### src/rtl/ean13_scan_scheduler.sv
// Frame/line scan scheduler for an EAN-13 scanner: gates scanning to selected
// lines, confirms codes over consecutive lines and suppresses quick repeats.
module ean13_scan_scheduler #(
  parameter int V_ACTIVE        = 16,
  parameter int LINE_STRIDE     = 2,
  parameter int CONFIRM_COUNT   = 3,
  parameter int SUPPRESS_FRAMES = 4
) (
  input  logic        iClk,
  input  logic        iRst,
  input  logic        iFrameStart,
  input  logic        iLineStart,
  input  logic        iNewData,
  input  logic [51:0] iDataCode,
  input  logic        iCodeReady,
  output logic        oScanEnable,
  output logic [51:0] oCode,
  output logic        oCodeValid,
  output logic        oLocked
);

  localparam int LW = $clog2(V_ACTIVE + 1);
  localparam logic [LW-1:0] VMAX = LW'(V_ACTIVE);
  localparam logic [3:0]    CC   = 4'(CONFIRM_COUNT);
  localparam logic [3:0]    SF   = 4'(SUPPRESS_FRAMES);

  localparam logic [2:0] S_IDLE   = 3'b001;
  localparam logic [2:0] S_SCAN   = 3'b010;
  localparam logic [2:0] S_REPORT = 3'b100;

  logic [2:0]    state_q, state_d;
  logic [LW-1:0] line_q, line_d;
  logic          en_q, en_d;
  logic          got_q, got_d;
  logic [3:0]    match_q, match_d;
  logic [51:0]   cand_q, cand_d;
  logic [51:0]   last_q, last_d;
  logic [51:0]   code_q, code_d;
  logic          valid_q, valid_d;
  logic          locked_q, locked_d;
  logic          supp_q, supp_d;
  logic [3:0]    scnt_q, scnt_d;

  logic       in_scan, accept, reached, supp_hit, confirm, xfer, miss;
  logic [3:0] acc_match;

  assign in_scan = (state_q == S_SCAN);
  assign accept  = in_scan & en_q & ~got_q & iNewData;
  assign xfer    = (state_q == S_REPORT) & valid_q & iCodeReady;
  assign miss    = in_scan & en_q & ~got_q & iLineStart & ~accept;

  always_comb begin
    acc_match = 4'd1;
    if ((iDataCode == cand_q) && (match_q != 4'd0)) begin
      acc_match = (match_q == CC) ? match_q : match_q + 4'd1;
    end
  end

  // After an accept the candidate is always iDataCode, so compare it directly.
  assign reached  = accept & ~iFrameStart & (acc_match == CC);
  assign supp_hit = reached & supp_q & (iDataCode == last_q);
  assign confirm  = reached & ~supp_hit;

  always_ff @(posedge iClk) begin
    if (iRst) begin
      state_q <= S_IDLE;
    end else begin
      state_q <= state_d;
    end
  end

  always_comb begin
    state_d = state_q;
    unique case (state_q)
      S_IDLE:   if (iFrameStart) state_d = S_SCAN;
      S_SCAN:   if (confirm)     state_d = S_REPORT;
      S_REPORT: if (xfer)        state_d = S_SCAN;
      default:                   state_d = S_IDLE;
    endcase
  end

  always_comb begin
    line_d   = line_q;
    got_d    = got_q;
    match_d  = match_q;
    cand_d   = cand_q;
    last_d   = last_q;
    code_d   = code_q;
    valid_d  = valid_q;
    supp_d   = supp_q;
    scnt_d   = scnt_q;

    if (iFrameStart) begin
      line_d = '0;
    end else if (iLineStart && (line_q != VMAX)) begin
      line_d = line_q + 1'b1;
    end
    en_d = (state_d == S_SCAN) && (line_d != VMAX) &&
           ((32'(line_d) % 32'(LINE_STRIDE)) == 32'd0);

    if (iFrameStart || iLineStart) begin
      got_d = 1'b0;
    end else if (accept) begin
      got_d = 1'b1;
    end

    if (accept) begin
      match_d = acc_match;
      cand_d  = iDataCode;
    end else if (miss) begin
      match_d = 4'd0;
    end
    if (supp_hit || (in_scan && iFrameStart) || xfer) begin
      match_d = 4'd0;
    end

    if (confirm) begin
      code_d  = iDataCode;
      valid_d = 1'b1;
    end

    if (xfer) begin
      last_d  = code_q;
      valid_d = 1'b0;
      supp_d  = 1'b1;
      scnt_d  = 4'd0;
    end else if (supp_hit) begin
      scnt_d = 4'd0;
    end else if (iFrameStart && supp_q) begin
      if (scnt_q + 4'd1 == SF) begin
        supp_d = 1'b0;
        scnt_d = 4'd0;
      end else begin
        scnt_d = scnt_q + 4'd1;
      end
    end

    locked_d = (match_d != 4'd0);
  end

  always_ff @(posedge iClk) begin
    if (iRst) begin
      line_q   <= '0;
      en_q     <= 1'b0;
      got_q    <= 1'b0;
      match_q  <= 4'd0;
      cand_q   <= '0;
      last_q   <= '0;
      code_q   <= '0;
      valid_q  <= 1'b0;
      locked_q <= 1'b0;
      supp_q   <= 1'b0;
      scnt_q   <= 4'd0;
    end else begin
      line_q   <= line_d;
      en_q     <= en_d;
      got_q    <= got_d;
      match_q  <= match_d;
      cand_q   <= cand_d;
      last_q   <= last_d;
      code_q   <= code_d;
      valid_q  <= valid_d;
      locked_q <= locked_d;
      supp_q   <= supp_d;
      scnt_q   <= scnt_d;
    end
  end

  assign oScanEnable = en_q;
  assign oCode       = code_q;
  assign oCodeValid  = valid_q;
  assign oLocked     = locked_q;

endmodule

### config.mk
export PLATFORM = sky130hd
export DESIGN_NAME = ean13_scan_scheduler
export DESIGN_NICKNAME = d
export VERILOG_FILES = /design/src/rtl/ean13_scan_scheduler.sv
export SDC_FILE = /design/constraint.sdc
export NUM_CORES = 1
export LEC_CHECK = 0
export CELL_PAD_IN_SITES_DETAIL_PLACEMENT = 1
export CELL_PAD_IN_SITES_GLOBAL_PLACEMENT = 1
export CORE_UTILIZATION = 44
export CTS_CLUSTER_DIAMETER = 150
export DETAILED_ROUTE_END_ITERATION = 16
export MAX_ROUTING_LAYER = met4
export PLACE_DENSITY = 0.9
export SYNTH_ARGS = -nofsm -noshare
export SYNTH_HDL_FRONTEND = slang
export SYNTH_SLANG_ARGS = --single-unit
### constraint.sdc
create_clock -name iClk -period 6.4 [get_ports iClk]
set_clock_uncertainty 0.15 [all_clocks]
set_input_delay 1.92 -clock iClk [delete_from_list [all_inputs] [get_ports iClk]]
set_output_delay 1.92 -clock iClk [all_outputs]
set_load 0.005 [all_outputs]
---- Word-level counts from Yosys, hierarchy flattened ----
Cells that the tools add are included.
storage, ports and cells
  register bits ........................... 177
  bits in latches ......................... 0
  RAM bits ................................ 0
  memory bits (read-only) ................. 0
  input bits .............................. 58
  output and inout bits ................... 55
  word-level logic and storage cells ...... 77
  memories kept ........................... 0
cells by class
  add/subtract/negate cells ............... 3
  $mul .................................... 0
  div/mod/pow operators ................... 0
  magnitude comparators ................... 0
  equality and inequality tests ........... 12
  shifts and indexed selects .............. 0
  muxes and demuxes ....................... 16
  bitwise logic cells ..................... 16
  reductions and logical operators ........ 18
operators by type and width
  operator             number
  $eq 52x52->1         2
  $logic_not 32->1     1
  $mux 4               6
  $and 1x1->1          12
  $mux 5               2
  $ne 5x5->1 const B   2
  $mux 3               3
  $pmux 3 s3           1
  $add 4x1->4 const B  2
  $eq 4x2->1 const B   2
  $reduce_bool 4->1    2
  $eq 3x2->1 const B   2
  $logic_and 1x1->1    6
  $add 5x1->5 const B  1
  $eq 4x3->1 const B   1
  $mux 1               4
  $not 1->1            4
  $reduce_bool 2->1    2
  $reduce_or 2->1      2
  $eq 3x1->1 const B   1
  $eq 3x3->1 const B   1
  $logic_or 1x1->1     3
  $reduce_and 3->1     1
  $reduce_or 3->1      1
  $ne 2x1->1 const B   1

---- Logic depth before layout (Yosys ltp) ----
Gate-level depths: netlist of run 1.
  depth after elaboration ................. 15
  mapped depth ............................ 11
  gate-level depth less buffers ........... 9

---- Worst setup path after synthesis of run 1 ----
Ideal clock, no wire load.
  path kind ............................... input port to flip-flop
  from .................................... in iDataCode[0]
  to ...................................... reg code_q[43], in the netlist oCode[43]
  setup time .............................. 0.128 ns
  data arrival time ....................... 3.396 ns
  required time ........................... 6.122 ns
  path slack .............................. 2.727 ns
  stages on the path ...................... 10
  path buffers ............................ 3
  path through ............................ xor2_1 nor4_1 and4_1 and4_1 buf_4 nand4_2 buf_6 buf_8 mux2i_1 nor2_1
between the ends
  longest elaborated chain between the ends .. 9
  elaborated cells on any way between the ends .. 10
  classes of those cells .................. 3 x eq/ne; 1 x mux; 5 x bitwise; 1 x reduce/logical
RTL lines
  element                   RTL line  RTL
  from (decl)               14        input logic [51:0] iDataCode,
  $eq 52x52->1              54        if ((iDataCode == cand_q) && (match_q != 4'd0)) begin
  $logic_and 1x1->1         54
  $mux 4                    54
  $eq 4x2->1                60        assign reached = accept & ~iFrameStart & (acc_match == CC);
  $and 1x1->1               60
  $and 1x1->1 (2 in a row)  61        assign supp_hit = reached & supp_q & (iDataCode == last_q);
  $not 1->1                 62        assign confirm = reached & ~supp_hit;
  $and 1x1->1 *             62
  to (signal assigned)      161       code_q <= code_d;
  to (decl)                 38        logic [51:0] code_q, code_d;
Mark *: on every way between the ends. The rest lies on a longest branch, timed or not.
A chain may end at the register's enable or synchronous reset.

---- Final worst setup path of run 1 ----
  from .................................... in iDataCode[48]
  to ...................................... reg code_q[26], in the netlist oCode[26]
The elaborated chain is that of the path after synthesis.

==> metrics.txt, run 1 <==
outcome=finished clean; most common cell in the netlist=nand2_1; Pwr Total=approximately 2.3 mW; syn nets=974; syn avg cell area=8.49 µm²; drt drc=0; Worst Max-Slew Pin Slew=0.984 ns; placeable core area=about 17000 µm²; hold_buf cts=0; Final Hold Viols=0; Critical Path Max Stage Delay=~0.52 ns; Synth area leader=dfxtp_1; Pre-antenna DRT Iters=4; HP Start=last_q[24]$_SDFFE_PP0P_; synth unique cells=46; GRT overflow=0; clk sinks=177; CP endpoint kind=flop; vias in the first global route=between 6000 and 7000; placed instance area=just under 9000 µm²; Worst R2R Start=cand_q[48]$_SDFFE_PP0P_; Routed WL=23.3 mm; Power Density=241 nW/µm²; Worst Path Buf+Inv=2; CP delay by family, top=simple AND/OR/NAND/NOR gates; top post-synthesis cells by area=dfxtp_1 46%, nand2_1 11%, xnor2_1 10%; Synth warnings=0; Util after Layout=55.3%; port bufs=112; Syn Inst Count=911; share of the synthesized area in the top cell type=45.8%; initial antenna violation count=0; clk_lat worst skew=0.44 ns; largest net degree at the start of global routing=90; CP max FO=between 40 and 50; Die Height=135 µm; CP startpoint kind=input pin; Pleak=3.43 nW; Worst setup startpoint=iDataCode[48]; crit-path cells=clkdlybuf4s50_1 -> xnor2_1 -> nand4_1 -> nor4_1 -> and4_1 -> nand4_4 -> buf_12 -> mux2i_1 -> nor2_1; clock buffer depth=2; number of max-cap violations=0; Post-synth top cells=222 x nand2_1, 177 x dfxtp_1, 122 x a21oi_1; slowest cell on the critical path=clkdlybuf4s50_1; Setup Buffers After CTS=0; initial core utilization=approximately 45%; Area Growth Syn to Fin=23.2%; fmax=approximately 210 MHz; Num CTS Buffers=17; antenna viol nets, final=0; share of cells above drive strength 1=4.85%; clock tree from TritonCTS=done; htree depth=4; Fin Setup TNS=0 ns; CTS root buffer=clkbuf_16; GRT Overall Usage=27.3%; worst IR drop on VDD=0.183 mV; final setup violating endpoints=0; die area=around 18000 µm²; first-pass GRT wire length=36.6 mm; asr flop ratio synth=0%; vias=6772; hold crit path type=reg2reg; post-synthesis sequential area ratio=a little under half; fin crit period=4.72 ns; Hold Worst Slack=about 0.32 ns; routed vias/inst=roughly 5.5; #FFs+latches synth=177; design area=9520 µm²; Std-Cell Rows=48; Slew HR=34.3%; io pins=113; Crit Path Class=in2reg; fin. max-slew vios=0; wire length per cell=18.8 µm; synthesized area=7730 µm²; gpl congestion=0.879; Register Area=about 3500 µm²; Die Width=135 µm; period utilisation layout=73.8%; Fill cells=2018; dpl hpwl=about 16 mm; post-CTS resize count=0; RSZ-0062 raised after global routing=false; Crit path arrival time=4.86 ns; number of flops mapped to enable cells by yosys=0; Final nets=1060; Main synth FF type=dfxtp_1; Multi-input gate area=3900 µm²; Reg clk slew, reported paths=~0.07 ns; ant diodes=0; Critical Path RT=6.54 ns; Iteration-0 DRC Markers=412
-- sequential cells by signal, indices dropped and copies added (netlist names) --
signal and flops:
cand_q 52, got_q 1, last_q 52, line_q 5, match_q 4, oCode 52
oCodeValid 1, oLocked 1, oScanEnable 1, scnt_q 4, state_q 3, supp_q 1
-- cell type report --
cell class | instances | area share, %
Sequential cell | 177 | 37.2
Multi-Input combinational cell | 675 | 40.9
Clock inverter | 14 | 1.62
Inverter | 8 | 0.315
Timing Repair Buffer | 118 | 12.3
Tap cell | 225 | 2.96
Clock buffer | 18 | 4.61
-- metrics by stage --
stage | worst slack [ns] | instances
4_1_cts | 1.79 | 1235
6_report | 1.68 | 1235
5_1_grt | 1.58 | 1235
3_5_place_dp | 1.34 | 1203
2_1_floorplan | 2.73 | 911
3_3_place_gp | 1.42 | 1203
-- placed cells by master (no fill, tap or decap), drive strengths merged, types with 2 or more instances in the layout --
cell type and count:
xor2 18, nor3 9, a21o 2, clkbuf 18, inv 12, nand4 27
nand3 8, clkinv 5, or3 3, and4 3, buf 7, xnor2 91
clkdlybuf4s50 111, o21ai 5, mux2i 53, ha 5, nor4 9, bufinv 2
nor2 70, nor2b 3, clkinvlp 3, nand2b 3, a31oi 2, a21oi 123
o31ai 2, nor3b 4, nand3b 2, nand2 222, dfxtp 177
-- per-layer routing --
layer	track usage (%)	share of wire [%]	vias to the layer above
met1	32.6	43	3313
met2	45.0	49	203
li1	-	-	3202
met3	4.95	4.9	54
met4	12.3	3.2	0
met5	-	0	-
-- final timing paths --
path                              to  slack, ns  cells past startpoint
max           oCode[26]$_SDFFE_PP0P_       1.68                      9
min          last_q[24]$_SDFFE_PP0P_       0.32                      2
max reg2reg   oCode[26]$_SDFFE_PP0P_       3.39                      8
min reg2reg  last_q[24]$_SDFFE_PP0P_       0.32                      2
-- power by group --
group | switching, mW | internal (mW) | total (mW)
clock network | 0.463 | 0.590 | 1.05
logic | 0.0791 | 0.0594 | 0.139
registers | 0.00212 | 1.10 | 1.10
total | 0.544 | 1.75 | 2.30
-- cell families after synthesis --
logic type      count (synthesis)  synth area share (%)
simple gates                  367                  20.4
flops                         177                  45.8
compound gates                141                  9.69
xor+xnor                      109                  12.3
buf+inv                        59                  4.03
mux                            53                  6.86
fa+ha+maj                       5                 0.809
-- worst reg2reg max path, cell delays in order (launching register included) --
cell and delay [ns]:
dfxtp_1 0.33, xnor2_1 0.28, nand4_1 0.15, nor4_1 0.50, and4_1 0.48, nand4_4 0.33, buf_12 0.34, mux2i_1 0.23
nor2_1 0.07
Power figures use the tool's default switching activity.
==> run 2, diff against run 1 <==
--- a/config.mk
+++ b/config.mk
@@ -7,11 +7,11 @@
 export LEC_CHECK = 0
 export CELL_PAD_IN_SITES_DETAIL_PLACEMENT = 1
 export CELL_PAD_IN_SITES_GLOBAL_PLACEMENT = 1
-export CORE_UTILIZATION = 44
+export CORE_UTILIZATION = 41
 export CTS_CLUSTER_DIAMETER = 150
 export DETAILED_ROUTE_END_ITERATION = 16
 export MAX_ROUTING_LAYER = met4
-export PLACE_DENSITY = 0.9
+export PLACE_DENSITY = 0.85
 export SYNTH_ARGS = -nofsm -noshare
 export SYNTH_HDL_FRONTEND = slang
 export SYNTH_SLANG_ARGS = --single-unit
==> constraint.sdc (replaced) <==
create_clock -name iClk -period 4.6 [get_ports iClk]
set_clock_uncertainty 0.15 [all_clocks]
set_input_delay 1.38 -clock iClk [delete_from_list [all_inputs] [get_ports iClk]]
set_output_delay 1.38 -clock iClk [all_outputs]
set_load 0.005 [all_outputs]
==> metrics.txt, run 2 (synthesis results as in run 1) <==
WHS Path Cells=2; Num CTS Buffers=17; sequential share of power=49.0%; antenna viol nets, final=0; dpl hpwl=16.0 mm; largest net degree at the start of global routing=93; Std-Cell Rows=between 40 and 50; Critical Path Max Stage Delay=0.55 ns; WHS Endpoint=last_q[14]$_SDFFE_PP0P_; placed instance area=8990 µm²; Die Height=139 µm; commonest non-fill, non-tap cells in the layout=222 x nand2_1, 177 x dfxtp_1, 122 x a21oi_1, 111 x clkdlybuf4s50_1, 91 x xnor2_1; RSZ-0062 raised after global routing=false; GRT overflow=0; fmax=253 MHz; Reg clk slew, reported paths=0.07 ns; share of cells above drive strength 1=5.31%; fin crit period=3.95 ns; HP Start=last_q[14]$_SDFFE_PP0P_; CP startpoint kind=input pin; P_int=2.39 mW; post-CTS resize count=0; most common cell after layout, fill and taps aside=nand2_1; clk_lat worst skew=0.44 ns; hold crit path type=reg2reg; final setup violating endpoints=0; first-pass GRT wire length=roughly 37 mm; period utilisation layout=85.8%; Final nets=1066; io pins=113; gpl congestion=0.844; initial antenna violation count=0; Slew HR=48.3%; Worst Max-Slew Pin Slew=~0.77 ns; Crit path top cell by count=nand4_1; crit-path cells=clkdlybuf4s50_1 -> xnor2_1 -> nand4_1 -> nor4_1 -> nand4_1 -> nand4_4 -> buf_4 -> mux2i_1 -> nor2_1; Setup Buffers After CTS=0; number of max-cap violations=0; reg-to-reg slack, setup=1.87 ns; Power Density=329 nW/µm²; clk sinks=177; routed vias/inst=5.42; CP delay by family, top=simple AND/OR/NAND/NOR gates; port bufs=112; Worst R2R Start=state_q[2]$_SDFF_PP0_; placeable core area=about 18000 µm²; sw power=around 750 µW; fin. max-slew vios=0; clock buffer depth=2; outcome=finished clean; Crit Path Class=in2reg; worst IR drop on VDD=0.258 mV; Routed WL=23.0 mm; Crit path arrival time=slightly above 4 ns; Clock power frac=44.8%; CP endpoint kind=flop; CP max FO=16; die area=roughly 19000 µm²; slowest cell on the critical path=clkdlybuf4s50_1; ant diodes=0; dpl ws=a little over 0.3 ns; wire length per cell=18.5 µm; Fin Setup TNS=0 ns; initial core utilization=42.5%; Worst Slack Setup Final=0.652 ns; vias in the first global route=6723; switching part of the total=a little under a quarter; GRT Overall Usage=25.1%; drt drc=0; Pre-antenna DRT Iters=5; capturing point of the worst reg2reg path=oScanEnable$_SDFF_PP0_; Final Hold Viols=0; hold_buf cts=0; Die Width=139 µm; clock tree from TritonCTS=done; design area=9560 µm²; Pleak=3.44 nW; Worst Path Buf+Inv=2; vias=6747; Area Growth Syn to Fin=23.6%; Util after Layout=52.5%; Critical Path RT=4.75 ns; Worst Reg-to-Reg Cells=6; htree depth=4; CTS root buffer=clkbuf_16; Iteration-0 DRC Markers=436; Comb power frac=6.2%
run 2: power groups by stage:
stage	clock network [mW]	logic (mW)	registers (mW)
after CTS	1.43	0.196	1.54
after detailed placement	0	0.193	1.57
after floorplan	0	0.0784	1.57
final	1.41	0.196	1.54
after global placement	0	0.192	1.57
after global routing	1.49	0.207	1.54
run 2: per-stage QoR:
stage	total power [mW]	hold WS [ns]	instances
global placement	1.76	0.303	1213
global route	3.23	0.333	1245
detailed placement	1.77	0.311	1213
floorplan	1.65	0.298	911
CTS	3.16	0.321	1245
finish	3.14	0.319	1245
run 2: layer usage:
metal / track usage (%) / part of all wire (%)
met5: - / 0
met4: 10.1 / 2.8
met3: 4.89 / 5.0
met2: 40.8 / 48
met1: 30.6 / 44
run 2: final cells by class:
type	count	area, µm²
clock buffers	20	457
multi-input cells	675	3900
flip-flops and latches	177	3540
repair buffers	124	1230
fillers	2141	8650
inverters	8	30.0
well taps	229	287
clock inverters	12	108
run 2: tightest hold or removal path: cells and delay by family (launching register included):
| family | cells | cell delay (ns) |
|---|---|---|
| flops | 1 | 0.32 |
| simple gates | 1 | 0.05 |
| compound gates | 1 | 0.05 |
run 2: worst max path at each step:
stage	from	end	slack, ns	cells past startpoint
global placement	iDataCode[21]	oCode[6]$_SDFFE_PP0P_	0.36	9
floorplan	iDataCode[0]	oCode[43]$_SDFFE_PP0P_	1.47	10
CTS	iDataCode[39]	oCode[1]$_SDFFE_PP0P_	0.63	9
detailed placement	iDataCode[21]	oCode[25]$_SDFFE_PP0P_	0.30	9
finish	iDataCode[6]	oCode[25]$_SDFFE_PP0P_	0.65	9
global route	iDataCode[39]	oCode[25]$_SDFFE_PP0P_	0.52	9
